`config.mk`:
```
export PLATFORM = sky130hd
export DESIGN_NAME = pipeline_stage_ctrl
export DESIGN_NICKNAME = d
export VERILOG_FILES = /design/src/rtl/pipeline_stage_ctrl.sv
export SDC_FILE = /design/constraint.sdc
export NUM_CORES = 1
export LEC_CHECK = 0
export BUFFER_PORTS_ARGS = -buffer_cell sky130_fd_sc_hd__clkbuf_2
export CAP_MARGIN = 20
export CELL_PAD_IN_SITES_DETAIL_PLACEMENT = 1
export CELL_PAD_IN_SITES_GLOBAL_PLACEMENT = 2
export CORE_ASPECT_RATIO = 1.5
export CORE_MARGIN = 2
export CORE_UTILIZATION = 35
export DETAILED_ROUTE_END_ITERATION = 10
export PLACE_DENSITY = 0.94
export SYNTH_ARGS = -nofsm -noshare
export SYNTH_HDL_FRONTEND = slang
export SYNTH_SLANG_ARGS = --single-unit
```
`constraint.sdc`:
```
create_clock -name i_Clk -period 3.5 [get_ports i_Clk]
set_input_delay 0.35 -clock i_Clk [delete_from_list [all_inputs] [get_ports i_Clk]]
set_output_delay 0.35 -clock i_Clk [all_outputs]
set_load 0.05 [all_outputs]
```
`src/rtl/pipeline_stage_ctrl.sv`:
```
// -----------------------------------------------------------------------------
// pipeline_stage_ctrl
//
// Front-end pipeline register controller. Applies the hazard unit's
// stall/flush decisions to the PC and the IF/ID and ID/EX instruction
// registers, registers one-cycle bubble strobes for EX/MEM and MEM/WB, and
// keeps saturating stall/flush statistics plus a sticky stall watchdog.
//
// Every cycle is exactly one mode, highest priority first:
//   FLUSH : i_PCSrc=1                  -> redirect, squash IF/ID and ID/EX
//   STALL : i_PCSrc=0, i_PC_Write=1    -> freeze PC and IF/ID, optional ID/EX bubble
//   RUN   : i_PCSrc=0, i_PC_Write=0    -> advance PC by 4, shift the pipe
//
// Ports
//   i_Clk                rising-edge clock
//   i_Reset_n            asynchronous active-low reset
//   i_PCSrc              branch/jump taken, redirect fetch
//   i_Branch_Target      redirect address (used unmodified)
//   i_IF_ID_Signal       hazard unit IF/ID control (IF/ID always holds on STALL)
//   i_ID_EX_Signal       on STALL: 1 = ID/EX holds, 0 = ID/EX takes a bubble
//   i_EX_MEM_Signal      bubble request for EX/MEM (registered to o_EXMEM_Bubble)
//   i_MEM_WB_Signal      bubble request for MEM/WB (registered to o_MEMWB_Bubble)
//   i_PC_Write           1 = freeze PC (stall)
//   i_IMem_Instruction   instruction word fetched at o_PC
//   i_Clear_Counters     synchronous clear of statistics and watchdog
//   o_PC                 current fetch address
//   o_IFID_*             IF/ID instruction, PC and valid
//   o_IDEX_*             ID/EX instruction, PC and valid
//   o_EXMEM_Bubble       registered EX/MEM bubble strobe
//   o_MEMWB_Bubble       registered MEM/WB bubble strobe
//   o_Stall_Count        saturating count of STALL cycles
//   o_Flush_Count        saturating count of FLUSH cycles
//   o_Stall_Timeout      sticky flag: MAX_STALL consecutive stalls seen
// -----------------------------------------------------------------------------
module pipeline_stage_ctrl #(
    parameter logic [31:0] RESET_PC  = 32'h0000_0000,
    parameter logic [31:0] NOP       = 32'h0000_0000,
    parameter int unsigned MAX_STALL = 8,
    parameter int unsigned CNT_W     = 16
) (
    input  logic             i_Clk,
    input  logic             i_Reset_n,
    input  logic             i_PCSrc,
    input  logic [31:0]      i_Branch_Target,
    input  logic             i_IF_ID_Signal,
    input  logic             i_ID_EX_Signal,
    input  logic             i_EX_MEM_Signal,
    input  logic             i_MEM_WB_Signal,
    input  logic             i_PC_Write,
    input  logic [31:0]      i_IMem_Instruction,
    input  logic             i_Clear_Counters,
    output logic [31:0]      o_PC,
    output logic [31:0]      o_IFID_Instruction,
    output logic [31:0]      o_IFID_PC,
    output logic             o_IFID_Valid,
    output logic [31:0]      o_IDEX_Instruction,
    output logic [31:0]      o_IDEX_PC,
    output logic             o_IDEX_Valid,
    output logic             o_EXMEM_Bubble,
    output logic             o_MEMWB_Bubble,
    output logic [CNT_W-1:0] o_Stall_Count,
    output logic [CNT_W-1:0] o_Flush_Count,
    output logic             o_Stall_Timeout
);

    // Cycle modes
    localparam logic [1:0] MODE_RUN   = 2'd0;
    localparam logic [1:0] MODE_STALL = 2'd1;
    localparam logic [1:0] MODE_FLUSH = 2'd2;

    localparam logic [CNT_W-1:0] CNT_SAT  = '1;
    localparam logic [7:0]       RUN_SAT  = 8'(MAX_STALL);

    // -------------------------------------------------------------------------
    // State
    // -------------------------------------------------------------------------
    logic [31:0]      r_pc;
    logic [31:0]      r_ifid_instr;
    logic [31:0]      r_ifid_pc;
    logic             r_ifid_valid;
    logic [31:0]      r_idex_instr;
    logic [31:0]      r_idex_pc;
    logic             r_idex_valid;
    logic             r_exmem_bubble;
    logic             r_memwb_bubble;
    logic [CNT_W-1:0] r_stall_cnt;
    logic [CNT_W-1:0] r_flush_cnt;
    logic [7:0]       r_stall_run;
    logic             r_stall_timeout;

    // -------------------------------------------------------------------------
    // Mode decode
    // -------------------------------------------------------------------------
    logic [1:0] w_mode;
    logic       w_is_flush;
    logic       w_is_stall;
    logic       w_is_run;
    logic       w_ifid_hold;
    logic [7:0] w_stall_run_inc;

    always_comb begin
        w_mode = MODE_RUN;
        if (i_PCSrc) begin
            w_mode = MODE_FLUSH;
        end else if (i_PC_Write) begin
            w_mode = MODE_STALL;
        end
    end

    assign w_is_flush = (w_mode == MODE_FLUSH);
    assign w_is_stall = (w_mode == MODE_STALL);
    assign w_is_run   = (w_mode == MODE_RUN);

    // The hazard unit's IF/ID request is overridden: a frozen PC always
    // implies a frozen IF/ID, otherwise the held fetch word would be lost.
    assign w_ifid_hold = w_is_stall & (i_IF_ID_Signal | 1'b1);

    // Watchdog run length after this cycle's stall, saturating at MAX_STALL.
    assign w_stall_run_inc = (r_stall_run == RUN_SAT) ? RUN_SAT
                                                      : r_stall_run + 8'd1;

    // -------------------------------------------------------------------------
    // Program counter
    // -------------------------------------------------------------------------
    always_ff @(posedge i_Clk or negedge i_Reset_n) begin
        if (!i_Reset_n) begin
            r_pc <= RESET_PC;
        end else if (w_is_flush) begin
            r_pc <= i_Branch_Target;
        end else if (w_is_run) begin
            r_pc <= r_pc + 32'd4;   // wraps naturally at 2^32
        end
    end

    // -------------------------------------------------------------------------
    // IF/ID register
    // -------------------------------------------------------------------------
    always_ff @(posedge i_Clk or negedge i_Reset_n) begin
        if (!i_Reset_n) begin
            r_ifid_instr <= NOP;
            r_ifid_pc    <= '0;
            r_ifid_valid <= 1'b0;
        end else if (w_is_flush) begin
            r_ifid_instr <= NOP;
            r_ifid_pc    <= '0;
            r_ifid_valid <= 1'b0;
        end else if (!w_ifid_hold) begin
            r_ifid_instr <= i_IMem_Instruction;
            r_ifid_pc    <= r_pc;
            r_ifid_valid <= 1'b1;
        end
    end

    // -------------------------------------------------------------------------
    // ID/EX register
    // -------------------------------------------------------------------------
    always_ff @(posedge i_Clk or negedge i_Reset_n) begin
        if (!i_Reset_n) begin
            r_idex_instr <= NOP;
            r_idex_pc    <= '0;
            r_idex_valid <= 1'b0;
        end else if (w_is_flush || (w_is_stall && !i_ID_EX_Signal)) begin
            // Squash on flush; bubble on a stall that does not hold ID/EX.
            r_idex_instr <= NOP;
            r_idex_pc    <= '0;
            r_idex_valid <= 1'b0;
        end else if (w_is_run) begin
            r_idex_instr <= r_ifid_instr;
            r_idex_pc    <= r_ifid_pc;
            r_idex_valid <= r_ifid_valid;
        end
    end

    // -------------------------------------------------------------------------
    // Downstream bubble strobes (independent of mode)
    // -------------------------------------------------------------------------
    always_ff @(posedge i_Clk or negedge i_Reset_n) begin
        if (!i_Reset_n) begin
            r_exmem_bubble <= 1'b0;
            r_memwb_bubble <= 1'b0;
        end else begin
            r_exmem_bubble <= i_EX_MEM_Signal;
            r_memwb_bubble <= i_MEM_WB_Signal;
        end
    end

    // -------------------------------------------------------------------------
    // Saturating statistics
    // -------------------------------------------------------------------------
    always_ff @(posedge i_Clk or negedge i_Reset_n) begin
        if (!i_Reset_n) begin
            r_stall_cnt <= '0;
            r_flush_cnt <= '0;
        end else if (i_Clear_Counters) begin
            r_stall_cnt <= '0;
            r_flush_cnt <= '0;
        end else begin
            if (w_is_stall && (r_stall_cnt != CNT_SAT)) begin
                r_stall_cnt <= r_stall_cnt + 1'b1;
            end
            if (w_is_flush && (r_flush_cnt != CNT_SAT)) begin
                r_flush_cnt <= r_flush_cnt + 1'b1;
            end
        end
    end

    // -------------------------------------------------------------------------
    // Stall watchdog
    // -------------------------------------------------------------------------
    always_ff @(posedge i_Clk or negedge i_Reset_n) begin
        if (!i_Reset_n) begin
            r_stall_run     <= '0;
            r_stall_timeout <= 1'b0;
        end else if (i_Clear_Counters) begin
            r_stall_run     <= '0;
            r_stall_timeout <= 1'b0;
        end else if (w_is_stall) begin
            r_stall_run <= w_stall_run_inc;
            // Flag on the same edge that completes the MAX_STALL-th stall.
            if (w_stall_run_inc == RUN_SAT) begin
                r_stall_timeout <= 1'b1;
            end
        end else begin
            r_stall_run <= '0;
        end
    end

    // -------------------------------------------------------------------------
    // Outputs
    // -------------------------------------------------------------------------
    assign o_PC               = r_pc;
    assign o_IFID_Instruction = r_ifid_instr;
    assign o_IFID_PC          = r_ifid_pc;
    assign o_IFID_Valid       = r_ifid_valid;
    assign o_IDEX_Instruction = r_idex_instr;
    assign o_IDEX_PC          = r_idex_pc;
    assign o_IDEX_Valid       = r_idex_valid;
    assign o_EXMEM_Bubble     = r_exmem_bubble;
    assign o_MEMWB_Bubble     = r_memwb_bubble;
    assign o_Stall_Count      = r_stall_cnt;
    assign o_Flush_Count      = r_flush_cnt;
    assign o_Stall_Timeout    = r_stall_timeout;

endmodule

```
Word-level counts from Yosys, hierarchy flattened
Cells that the tools add are included.
{"block": "word_totals", "regBits": 205, "out_inout_bits": 197, "word_cells": 63}
{"block": "classes", "add_sub_neg": 4, "n_eq_ne": 7, "muxes": 26, "n_reduce_logical": 13}
{"op": "2-to-1 mux 32 bit", "count": 10}
{"op": "2-to-1 mux 16 bit", "count": 4}
{"op": "adder 16 x 1 -> 16 bit (second input constant)", "count": 2}
{"op": "adder 32 x 3 -> 32 bit (second input constant)", "count": 1}
{"op": "!= test 16 bit (second input constant)", "count": 2}
{"op": "2-to-1 mux 8 bit", "count": 3}
{"op": "== test 8 x 4 -> 1 bit (second input constant)", "count": 2}
{"op": "nonzero test 2 bit", "count": 6}
{"op": "adder 8 x 1 -> 8 bit (second input constant)", "count": 1}
{"op": "2-to-1 mux 1 bit", "count": 8}
{"op": "logical AND 1 bit", "count": 3}
{"op": "== test 2 x 1 -> 1 bit (second input constant)", "count": 1}
{"op": "== test 2 bit (second input constant)", "count": 1}
{"op": "zero test 2 bit", "count": 1}
{"op": "2-to-1 mux 2 bit", "count": 1}
{"op": "!= test 2 bit (second input constant)", "count": 1}
{"op": "AND reduction 2 bit", "count": 1}
{"op": "zero test 1 bit", "count": 1}
{"op": "logical OR 1 bit", "count": 1}

Longest topological paths before layout
Gate-level depths: netlist of run 1.
{"block": "depth", "depth_word": 6, "ltp_mapped": 7, "depth_no_buf": 6}

Least setup slack after synthesis of run 1
Ideal clock, no wire load.
{"block": "synth_timing", "kind": "register -> register", "startpoint": "reg r_stall_cnt[0] (netlist: o_Stall_Count[0])", "endpoint": "reg r_stall_cnt[9] (netlist: o_Stall_Count[9])", "setup_time_ps": 125, "t_arrival_ps": 2179, "t_required_ps": 3375, "path_slack_ps": 1196, "stages_incl_launch_ff": 8, "n_path_buf": 1, "period_less_slack_ps": 2304, "path_cell_list": "dfrtp_1 ha_1 nand3_1 or4b_1 buf_6 o21ai_2 nor2_2 mux2_4"}
{"block": "synth_between", "elab_chain_len": 3, "word_cells_on_any_way": 6}
{"item": "start, declared", "line": "86", "source": "logic [CNT_W-1:0] r_stall_cnt;"}
{"item": "start signal, assigned", "line": "199", "source": "r_stall_cnt <= r_stall_cnt + 1'b1;"}
{"item": "adder 16 x 1 -> 16 bit or != test 16 bit (tied branches)", "line": "199, 198"}
{"item": "2-to-1 mux 16 bit or logical AND 1 bit (tied branches)", "line": "198", "source": "if (w_is_stall && (r_stall_cnt != CNT_SAT)) begin"}
{"item": "2-to-1 mux 16 bit or nonzero test 2 bit (tied branches)"}
Several ways; a longest one is shown, not always the timed one. The select of a mux whose other input is x is not followed.
A chain may end at the register's enable or synchronous reset.

Final worst setup path of run 1
Ends and elaborated chain as after synthesis.

==> results of run 1 <==
-- power by group through the flow --
stage / Sequential, mW / Combinational [mW] / Clock (mW)
5_1_grt: 2.62 / 0.938 / 2.48
6_report: 2.60 / 0.878 / 2.33
2_1_floorplan: 2.99 / 0.223 / 0
4_1_cts: 2.60 / 0.891 / 2.41
3_3_place_gp: 2.64 / 0.869 / 0
3_5_place_dp: 2.64 / 0.886 / 0
-- through the flow --
stage / power [mW] / setup slack (ns) / hold WS (ns) / util
after floorplan: 3.21 / 1.20 / 0.0544 / -
after global placement: 3.51 / 1.07 / 0.257 / 0.422
after detailed placement: 3.53 / 1.03 / 0.265 / 0.422
after CTS: 5.91 / 1.25 / 0.0236 / 0.452
after global routing: 6.04 / 1.09 / 0.0390 / 0.452
final: 5.81 / 1.26 / 0.0447 / 0.452
-- synthesized netlist by cell type (7+ instances only) --
cell                       instances  area [um^2]
sky130_fd_sc_hd__nand2_1          50          188
sky130_fd_sc_hd__inv_1            10         37.5
sky130_fd_sc_hd__a22o_1           65          569
sky130_fd_sc_hd__xor2_1           41          359
sky130_fd_sc_hd__mux2i_1          67          671
sky130_fd_sc_hd__nand3_1          27          135
sky130_fd_sc_hd__buf_2            12         60.1
sky130_fd_sc_hd__nor3_1           15         75.1
sky130_fd_sc_hd__dfrtp_1         205         5130
sky130_fd_sc_hd__nor2_1          110          413
sky130_fd_sc_hd__and3_1            8         50.1
sky130_fd_sc_hd__xnor2_1          12          105
sky130_fd_sc_hd__o21ai_0          32          160
sky130_fd_sc_hd__nand4_1          18          113
sky130_fd_sc_hd__clkbuf_1         29          109
sky130_fd_sc_hd__a21oi_1           7         35.0
-- layout make-up --
| type | count | share of cell area |
|---|---|---|
| flip-flops and latches | 205 | 0.456 |
| multi-input cells | 517 | 0.307 |
| well taps | 328 | 0.0365 |
| diodes | 2 | 0.000445 |
| repair buffers | 279 | 0.133 |
| inverters | 11 | 0.00367 |
| clock inverters | 12 | 0.0108 |
| clock buffers | 28 | 0.0528 |
-- critical path, cell delays in order, from the launching register on --
cell	delay [ns]
sky130_fd_sc_hd__dfrtp_1	0.44
sky130_fd_sc_hd__ha_1	0.21
sky130_fd_sc_hd__nand3_1	0.17
sky130_fd_sc_hd__or4b_1	0.71
sky130_fd_sc_hd__o21ai_2	0.25
sky130_fd_sc_hd__nor2_2	0.06
sky130_fd_sc_hd__mux2_4	0.29
-- state kept, by name (all words and copies together), names as in the netlist, 8 cells and up --
| name | cells |
|---|---|
| o_IDEX_PC | 32 |
| o_Stall_Count | 16 |
| o_IFID_Instruction | 32 |
| o_PC | 32 |
| r_stall_run | 8 |
| o_Flush_Count | 16 |
| o_IDEX_Instruction | 32 |
| o_IFID_PC | 32 |
-- layer usage --
metal | global-route usage | vias to the layer above | wire (um)
li1 | - | 3270 | -
met1 | 0.230 | 3648 | 10300
met2 | 0.354 | 208 | 13600
met3 | 0.0282 | 56 | 1150
met4 | 0.0757 | 0 | 962
met5 | 0 | - | 0
-- cells by family (layout without fill, tap and decap cells) --
family	Yosys count	after routing	synth area share
other cells	0	2	0
fa+ha+maj	5	5	0.00710
buf+inv	57	330	0.0268
simple gates	261	261	0.142
flops	205	205	0.582
compound gates	124	124	0.104
xor+xnor	53	53	0.0527
mux	74	74	0.0855
-- final timing paths --
kind	startpoint	to	cells after the start
worst min-delay path	i_Branch_Target[9]	o_PC[9]	3
max in group asynchronous	i_Reset_n	o_IDEX_PC[1]	3
worst max-delay path	o_Stall_Count[0]	o_Stall_Count[9]	6
min in group asynchronous	i_Reset_n	o_IDEX_PC[23]	2
worst min register to register	r_stall_run[0]	r_stall_run[0]	1
worst max register to register	o_Stall_Count[0]	o_Stall_Count[9]	6
==> key figures, run 1 <==
Outcome
  – Status: complete, no violations

Timing
  – Count of final setup violators: 0
  – Share of the cycle needed by the critical path after routing: 0.641
  – Setup repair after global routing missed its margin: no
  – Skew final: 0.0110 ns
  – Worst Max-Slew Pin Slew: 0.874 ns
  – Max frequency: 446 MHz
  – Final total negative setup slack: 0 ns
  – Minimum period implied by the final worst setup slack: 2.24 ns
  – Worst slew slack as a fraction of its limit: 0.417
  – Number of slew-limit violations in the final report: 0
  – Number of endpoints with negative hold slack in the final report: 0

Power and ir drop
  – Net Switching: 1.76 mW
  – Combinational group share of total power: 0.151
  – Power Dens Cells: 517 nW/um^2
  – Part of the power in the clock network: 0.401
  – P_leak: 5.67 nW
  – Share of total power in sequential cells: 0.447
  – Highest ir drop seen on vdd: 0.000343 V
  – Internal portion of total power: 4.05 mW
  – Switching part of the total: 0.303

Floorplan
  – Die W: 134 um
  – Row Count: 71
  – Effective utilization at floorplan: 0.354
  – Overall die area: 26500 um^2
  – Number of ports placed on the die boundary: 270
  – Core Area: 24900 um^2
  – Overall die height: 198 um

Synthesis
  – Post-synthesis instance area: 8810 um^2
  – Net count after synthesis: 857
  – Post-synth ARST share: 1.00
  – Portion of the post-synthesis area used by sequential elements: 0.582
  – Post-synth EDFFs: 0
  – Distinct cells, synth: 44
  – FF+latch count, synth: 205
  – Synthesis Warnings: 0
  – Most frequently used flop master after synthesis: sky130_fd_sc_hd__dfrtp_1
  – Count of mapped cells out of synthesis: 779
  – Average cell area after synthesis: 11.3 um^2

Finish
  – Layout cell share with drive strength beyond 1: 0.316
  – Final design area excluding fillers: 11200 um^2
  – Most common cell after layout, fill and taps aside: sky130_fd_sc_hd__clkbuf_2
  – Nets@finish: 1114
  – Signed area change from the synthesized netlist to the final layout: 27.7%
  – Multi-input gate area: 3450 um^2
  – Number of filler cells placed in the layout: 2850
  – Register cell area after layout: 5130 um^2
  – Commonest non-fill, non-tap cells in the layout: sky130_fd_sc_hd__clkbuf_2, sky130_fd_sc_hd__dfrtp_1, sky130_fd_sc_hd__nor2_1, sky130_fd_sc_hd__mux2i_1, sky130_fd_sc_hd__a22o_1
  – Post-Layout Cell Count: 1382

Clock tree
  – Clock tree root buffer cell: sky130_fd_sc_hd__clkbuf_16
  – Number of H-tree levels: 1
  – CTS tree: built
  – Number of buffers added by the clock tree synthesis step: 22
  – Post CTS Setup Buffer Count: 0
  – Hold-fix buffers at CTS: 3
  – Clock slew at reported path FFs: 0.06 ns
  – Num Clock Sinks: 205
  – Post-cts repair resize count: 0
  – Maximum number of buffers from clock root to sink: 3
  – Skew-Pair Late Insertion Delay: 0.51 ns

Route
  – Routed wire per std cell: 18.8 um
  – Antenna-violating nets left: 0
  – Vias per std cell: 5.20
  – Via count of the routed design: 7182
  – Detailed Route Iter0 Violations: 223
  – Number of search-and-repair iterations in the first detailed-routing pass: 7
  – Number of remaining DRC errors: 0
  – Sum of routed wire length over all layers: 26.0 mm

Min path
  – Path class of the lowest-slack min-delay path: in -> reg

Global routing
  – First-pass GRT wire length: 41.4 mm
  – Via count of the first global-routing pass: 7579
  – Maximum number of pins on one net before global-route repair: 95
  – Total congestion overflow: 0
  – Total global routing track utilization: 0.194
  – Initial antenna violation count: 2

Place
  – Number of port buffers: 268
  – Detailed placement HPWL: 18.0 mm
  – Placed Area: 10500 um^2
  – Inst Count DP: 1337
  – Gp weighted congestion: 0.818

Critical path
  – Nature of the critical path startpoint: flop
  – Kind of end point of the critical path: flop
  – Required time reported for the critical path endpoint: 3.88 ns
  – Arrival time of data at the critical path endpoint: 2.63 ns
  – Setup Crit Path Kind: reg -> reg
  – Largest fanout of any net on the critical path: 10
  – Worst setup slack for register-to-register paths: 1.26 ns

Flow run
  – Maximum Capacitance Violations: 0
No activity file was read; power rests on OpenSTA's default activity.
==> run 2, diff against run 1 <==
--- a/config.mk
+++ b/config.mk
@@ -11,9 +11,9 @@
 export CELL_PAD_IN_SITES_GLOBAL_PLACEMENT = 2
 export CORE_ASPECT_RATIO = 1.5
 export CORE_MARGIN = 2
-export CORE_UTILIZATION = 35
+export CORE_UTILIZATION = 29
 export DETAILED_ROUTE_END_ITERATION = 10
-export PLACE_DENSITY = 0.94
+export PLACE_DENSITY = 0.84
 export SYNTH_ARGS = -nofsm -noshare
 export SYNTH_HDL_FRONTEND = slang
 export SYNTH_SLANG_ARGS = --single-unit
==> constraint.sdc (replaced) <==
create_clock -name i_Clk -period 1.9 [get_ports i_Clk]
set_input_delay 0.19 -clock i_Clk [delete_from_list [all_inputs] [get_ports i_Clk]]
set_output_delay 0.19 -clock i_Clk [all_outputs]
set_load 0.05 [all_outputs]
==> run 2 against run 1 <==
Effect of this change:
- first-iteration DRC count is 26% higher
- clock power is 83% higher
- flip-flop and latch count stayed put
- maximum frequency is 21% higher
- utilization is 3.2 points lower
- largest cell class unchanged
==> key figures, run 2 (synthesis gave the netlist of run 1 again) <==
Min path
  – End point of the most critical hold path: o_IFID_PC[4]
  – Path class of the lowest-slack min-delay path: in -> reg
  – Startpoint of the tightest hold check path: i_PCSrc
  – Hold-critical path depth: 3

Timing
  – Number of endpoints with negative hold slack in the final report: 0
  – Max frequency: 539 MHz
  – Share of the cycle needed by the critical path after routing: 0.976
  – Worst Max-Slew Pin Slew: 0.870 ns
  – Minimum period implied by the final worst setup slack: 1.85 ns
  – Skew final: 0.00872 ns
  – Worst slew slack as a fraction of its limit: 0.420
  – Count of final setup violators: 0
  – Setup repair after global routing missed its margin: yes
  – Number of slew-limit violations in the final report: 0

Route
  – Vias per std cell: 4.84
  – Routed wire per std cell: 18.6 um
  – Via count of the routed design: 7598
  – Number of remaining DRC errors: 0
  – Detailed Route Iter0 Violations: 282
  – Number of search-and-repair iterations in the first detailed-routing pass: 4
  – Sum of routed wire length over all layers: 29.2 mm
  – Antenna-violating nets left: 0

Floorplan
  – Effective utilization at floorplan: 0.293
  – Row Count: 78
  – Overall die height: 217 um
  – Number of ports placed on the die boundary: 270
  – Core Area: 30100 um^2
  – Die W: 146 um
  – Overall die area: 31800 um^2

Flow run
  – Maximum Capacitance Violations: 0

Finish
  – Commonest non-fill, non-tap cells in the layout: sky130_fd_sc_hd__clkbuf_2, sky130_fd_sc_hd__dfrtp_1, sky130_fd_sc_hd__nor2_1, sky130_fd_sc_hd__mux2i_1, sky130_fd_sc_hd__dlygate4sd3_1
  – Most common cell after layout, fill and taps aside: sky130_fd_sc_hd__clkbuf_2
  – Number of filler cells placed in the layout: 3396
  – Register cell area after layout: 5180 um^2
  – End-of-flow core utilization: 0.420
  – Signed area change from the synthesized netlist to the final layout: 43.3%
  – Nets@finish: 1232
  – Layout cell share with drive strength beyond 1: 0.377
  – Multi-input gate area: 3570 um^2

Global routing
  – Total global routing track utilization: 0.184
  – First-pass GRT wire length: 46.9 mm
  – Initial antenna violation count: 1
  – Total congestion overflow: 0
  – Maximum number of pins on one net before global-route repair: 76
  – Via count of the first global-routing pass: 8280

Outcome
  – Status: complete, no violations

Power and ir drop
  – Total power: 10.9 mW
  – Highest ir drop seen on vdd: 0.000685 V
  – Power Dens Cells: 864 nW/um^2
  – P_leak: 6.19 nW

Clock tree
  – Clock slew at reported path FFs: 0.06 ns
  – Number of buffers added by the clock tree synthesis step: 22
  – Clock tree root buffer cell: sky130_fd_sc_hd__clkbuf_16
  – Number of H-tree levels: 1
  – Maximum number of buffers from clock root to sink: 3
  – CTS tree: built
  – Num Clock Sinks: 205
  – Skew-Pair Late Insertion Delay: 0.51 ns

Critical path
  – Worst setup slack for register-to-register paths: 0.05 ns
  – Required time reported for the critical path endpoint: 2.29 ns
  – Number of cells on the worst reg-to-reg path: 7
  – Largest fanout of any net on the critical path: 7
  – Nature of the critical path startpoint: flop
  – Worst R2R End: o_Stall_Count[9]
  – Arrival time of data at the critical path endpoint: 2.24 ns
  – Setup Crit Path Kind: reg -> reg
  – Kind of end point of the critical path: flop
  – Source of the worst register-to-register timing path: o_Stall_Count[1]

Place
  – Detailed placement HPWL: 20.2 mm
  – Number of port buffers: 268
  – Gp weighted congestion: 0.806
[run 2: critical path: stages, from the launching register on]
cell and delay [ns]:
sky130_fd_sc_hd__dfrtp_2 0.39, sky130_fd_sc_hd__ha_4 0.15, sky130_fd_sc_hd__nand3_4 0.06, sky130_fd_sc_hd__or4b_4 0.49
sky130_fd_sc_hd__buf_6 0.16, sky130_fd_sc_hd__o21ai_4 0.14, sky130_fd_sc_hd__nor2_2 0.05, sky130_fd_sc_hd__mux2_4 0.29
[run 2: cell type report]
| type | instances | area share |
|---|---|---|
| Antenna cell | 1 | 0.000198 |
| Clock buffer | 34 | 0.0536 |
| Clock inverter | 6 | 0.00327 |
| Inverter | 11 | 0.00327 |
| Multi-Input combinational cell | 517 | 0.283 |
| Sequential cell | 205 | 0.411 |
| Tap cell | 400 | 0.0396 |
| Timing Repair Buffer | 397 | 0.207 |
[run 2: what timing repair did]
item,in CTS,in global routing
hold buffers,67,0
setup endpoints to repair,1,8
pin swaps,0,6
buffers inserted,0,2
hold endpoints to repair,128,0
resized for setup,2,5
[run 2: routing by layer]
layer,up-vias,global-route usage,wire length (um),part of all wire
met1,3840,0.217,11500,0.39
met4,0,0.0570,818,0.028
met3,47,0.0226,1220,0.042
li1,3501,-,-,-
met5,-,0,0,0
met2,210,0.347,15700,0.54
[run 2: worst max-delay path by stage]
stage / from / to / cells past startpoint
final: o_Stall_Count[1] / o_Stall_Count[9] / 7
after detailed placement: o_Stall_Count[1] / o_Stall_Count[9] / 7
after global routing: o_Stall_Count[1] / o_Stall_Count[9] / 7
after CTS: o_PC[14] / o_PC[27] / 5
after floorplan: o_Stall_Count[0] / o_Stall_Count[9] / 7
after global placement: o_Stall_Count[1] / o_Stall_Count[9] / 7
[run 2: through the flow]
stage | TNS, ns | area, um^2 | std cells | hold WS (ns) | setup WS [ns]
final | 0 | 12600 | 1571 | 0.104 | 0.0454
after global placement | 0 | 11200 | 1461 | 0.237 | 0.0365
after CTS | 0 | 12600 | 1568 | 0.0764 | 0.00547
after floorplan | -0.307 | 8970 | 779 | -0.106 | -0.150
after global routing | -0.0240 | 12600 | 1571 | 0.0948 | -0.0235
after detailed placement | 0 | 11200 | 1461 | 0.238 | 0.00298
[run 2: power breakdown]
part | leakage [nW] | internal (mW) | switching (mW)
registers | 2.68 | 4.57 | 0.194
clock network | 0.345 | 2.46 | 1.80
logic | 3.17 | 0.559 | 1.32
total | 6.19 | 7.59 | 3.31
==> run 3, diff against run 2 <==
--- a/config.mk
+++ b/config.mk
@@ -14,6 +14,7 @@
 export CORE_UTILIZATION = 29
 export DETAILED_ROUTE_END_ITERATION = 10
 export PLACE_DENSITY = 0.84
+export RECOVER_POWER = 100
 export SYNTH_ARGS = -nofsm -noshare
 export SYNTH_HDL_FRONTEND = slang
 export SYNTH_SLANG_ARGS = --single-unit
==> run 3 against run 2 <==
Effect of this change:
- non-clock buffer count unchanged
- maximum frequency decreased by 0.12%
- register-to-register slack about the same
- clock skew about the same
- routed wire length increased by 0.61%
- combinational power decreased by 5%
- first-iteration DRC count increased by 0.35%
- final cell count unchanged
- highest routed layer unchanged
- worst hold slack improved by 0.10 ns
- die area unchanged
- sequential share of layout area increased by 1.3 points
==> key figures, run 3 (synthesis gave the netlist of run 1 again) <==
Route
  – Number of remaining DRC errors: 0
  – Detailed Route Iter0 Violations: 283
  – Number of search-and-repair iterations in the first detailed-routing pass: 4
  – Via count of the routed design: 7620
  – Routed wire per std cell: 18.7 um
  – Sum of routed wire length over all layers: 29.4 mm
  – Antenna-violating nets left: 0
  – Vias per std cell: 4.85

Clock tree
  – Number of H-tree levels: 1
  – Clock slew at reported path FFs: 0.06 ns
  – Num Clock Sinks: 205
  – Number of buffers added by the clock tree synthesis step: 22
  – Clock tree root buffer cell: sky130_fd_sc_hd__clkbuf_16
  – Maximum number of buffers from clock root to sink: 3
  – CTS tree: built
  – Skew-Pair Late Insertion Delay: 0.51 ns

Global routing
  – Via count of the first global-routing pass: 8280
  – First-pass GRT wire length: 46.9 mm
  – Maximum number of pins on one net before global-route repair: 76
  – Initial antenna violation count: 1
  – Total congestion overflow: 0
  – Total global routing track utilization: 0.184

Min path
  – Path class of the lowest-slack min-delay path: in -> reg

Timing
  – Number of slew-limit violations in the final report: 0
  – Worst slew slack as a fraction of its limit: 0.261
  – Skew final: 0.00874 ns
  – Number of endpoints with negative hold slack in the final report: 0
  – Max frequency: 539 MHz
  – Smallest hold slack: 0.207 ns
  – Minimum period implied by the final worst setup slack: 1.86 ns
  – Worst Max-Slew Pin Slew: 1.11 ns
  – Setup repair after global routing missed its margin: yes
  – Share of the cycle needed by the critical path after routing: 0.977
  – Count of final setup violators: 0

Finish
  – Layout cell share with drive strength beyond 1: 0.198
  – Post-Layout Cell Count: 1571
  – Signed area change from the synthesized netlist to the final layout: 38.8%
  – Most common cell after layout, fill and taps aside: sky130_fd_sc_hd__clkbuf_1
  – Nets@finish: 1232
  – Commonest non-fill, non-tap cells in the layout: sky130_fd_sc_hd__clkbuf_1, sky130_fd_sc_hd__dfrtp_1, sky130_fd_sc_hd__nor2_1, sky130_fd_sc_hd__clkbuf_2
  – End-of-flow core utilization: 0.407

Place
  – Detailed placement HPWL: 20.2 mm
  – Gp weighted congestion: 0.806
  – Inst Count DP: 1461
  – Number of port buffers: 268

Floorplan
  – Die W: 146 um
  – Overall die height: 217 um
  – Overall die area: 31800 um^2
  – Core Area: 30100 um^2
  – Row Count: 78
  – Effective utilization at floorplan: 0.293
  – Number of ports placed on the die boundary: 270

Critical path
  – Arrival time of data at the critical path endpoint: 2.25 ns
  – Largest fanout of any net on the critical path: 7
  – Kind of end point of the critical path: flop
  – Required time reported for the critical path endpoint: 2.29 ns
  – Setup Crit Path Kind: reg -> reg
  – Nature of the critical path startpoint: flop
  – Worst setup slack for register-to-register paths: 0.04 ns

Power and ir drop
  – P_leak: 5.47 nW
  – Power Dens Cells: 885 nW/um^2
  – Highest ir drop seen on vdd: 0.000682 V

Outcome
  – Status: complete, no violations

Flow run
  – Maximum Capacitance Violations: 0
-- run 3: cell count changes in the layout (fill, tap and decap cells not counted), sizes merged --
cell,previous run,this run
clkbuf,299,321
buf,65,43
-- run 3: worst paths after layout --
check	to	cells after the start	start
setup / recovery	o_Stall_Count[9]	7	o_Stall_Count[1]
hold / removal	r_stall_run[5]	3	i_PCSrc
setup reg to reg	o_Stall_Count[9]	7	o_Stall_Count[1]
hold reg to reg	r_stall_run[0]	1	r_stall_run[0]
max in group asynchronous	o_PC[15]	3	i_Reset_n
min in group asynchronous	o_Flush_Count[9]	2	i_Reset_n
-- run 3: timing repair --
action | CTS | global route
resized for setup | 2 | 5
hold buffers | 67 | 0
buffers inserted | 0 | 2
pin swaps | 0 | 6
gates cloned | 0 | 0
hold endpoints to repair | 128 | 0
endpoints found under the setup margin | 1 | 8
-- run 3: where the power goes --
group | switching, mW | internal, mW
Combinational | 1.32 | 0.478
Clock | 1.80 | 2.46
Sequential | 0.193 | 4.57
Total | 3.31 | 7.51
-- run 3: critical path, stage by stage, from the launching register on --
cell and delay, ns:
sky130_fd_sc_hd__dfrtp_2 0.39, sky130_fd_sc_hd__ha_4 0.15, sky130_fd_sc_hd__nand3_4 0.06, sky130_fd_sc_hd__or4b_4 0.49
sky130_fd_sc_hd__buf_6 0.16, sky130_fd_sc_hd__o21ai_4 0.14, sky130_fd_sc_hd__nor2_2 0.05, sky130_fd_sc_hd__mux2_4 0.29
-- run 3: layer usage --
layer	vias up	share of wire	routed length, um	track usage
li1	3500	-	-	-
met1	3880	0.40	11600	0.217
met2	197	0.54	15900	0.347
met3	43	0.039	1150	0.0226
met4	0	0.024	711	0.0570
met5	-	0	0	0
-- run 3: metrics by stage --
stage / setup WS [ns] / total power, mW / TNS, ns / area, um^2
floorplan: -0.150 / 5.94 / -0.307 / 8970
global placement: 0.0365 / 6.58 / 0 / 11200
detailed placement: 0.00298 / 6.62 / 0 / 11200
CTS: 0.00547 / 11.1 / 0 / 12600
global route: -0.0235 / 11.3 / -0.0550 / 12200
finish: 0.0432 / 10.8 / 0 / 12200
-- run 3: final cells by class --
class	instances	area [um^2]
fill	3512	17800
sequential	205	5180
multi-input combinational	517	3550
timing repair buffer	397	2230
clock buffer	34	677
tap	400	500
clock inverter	6	41.3
inverter	11	41.3
antenna	1	2.50
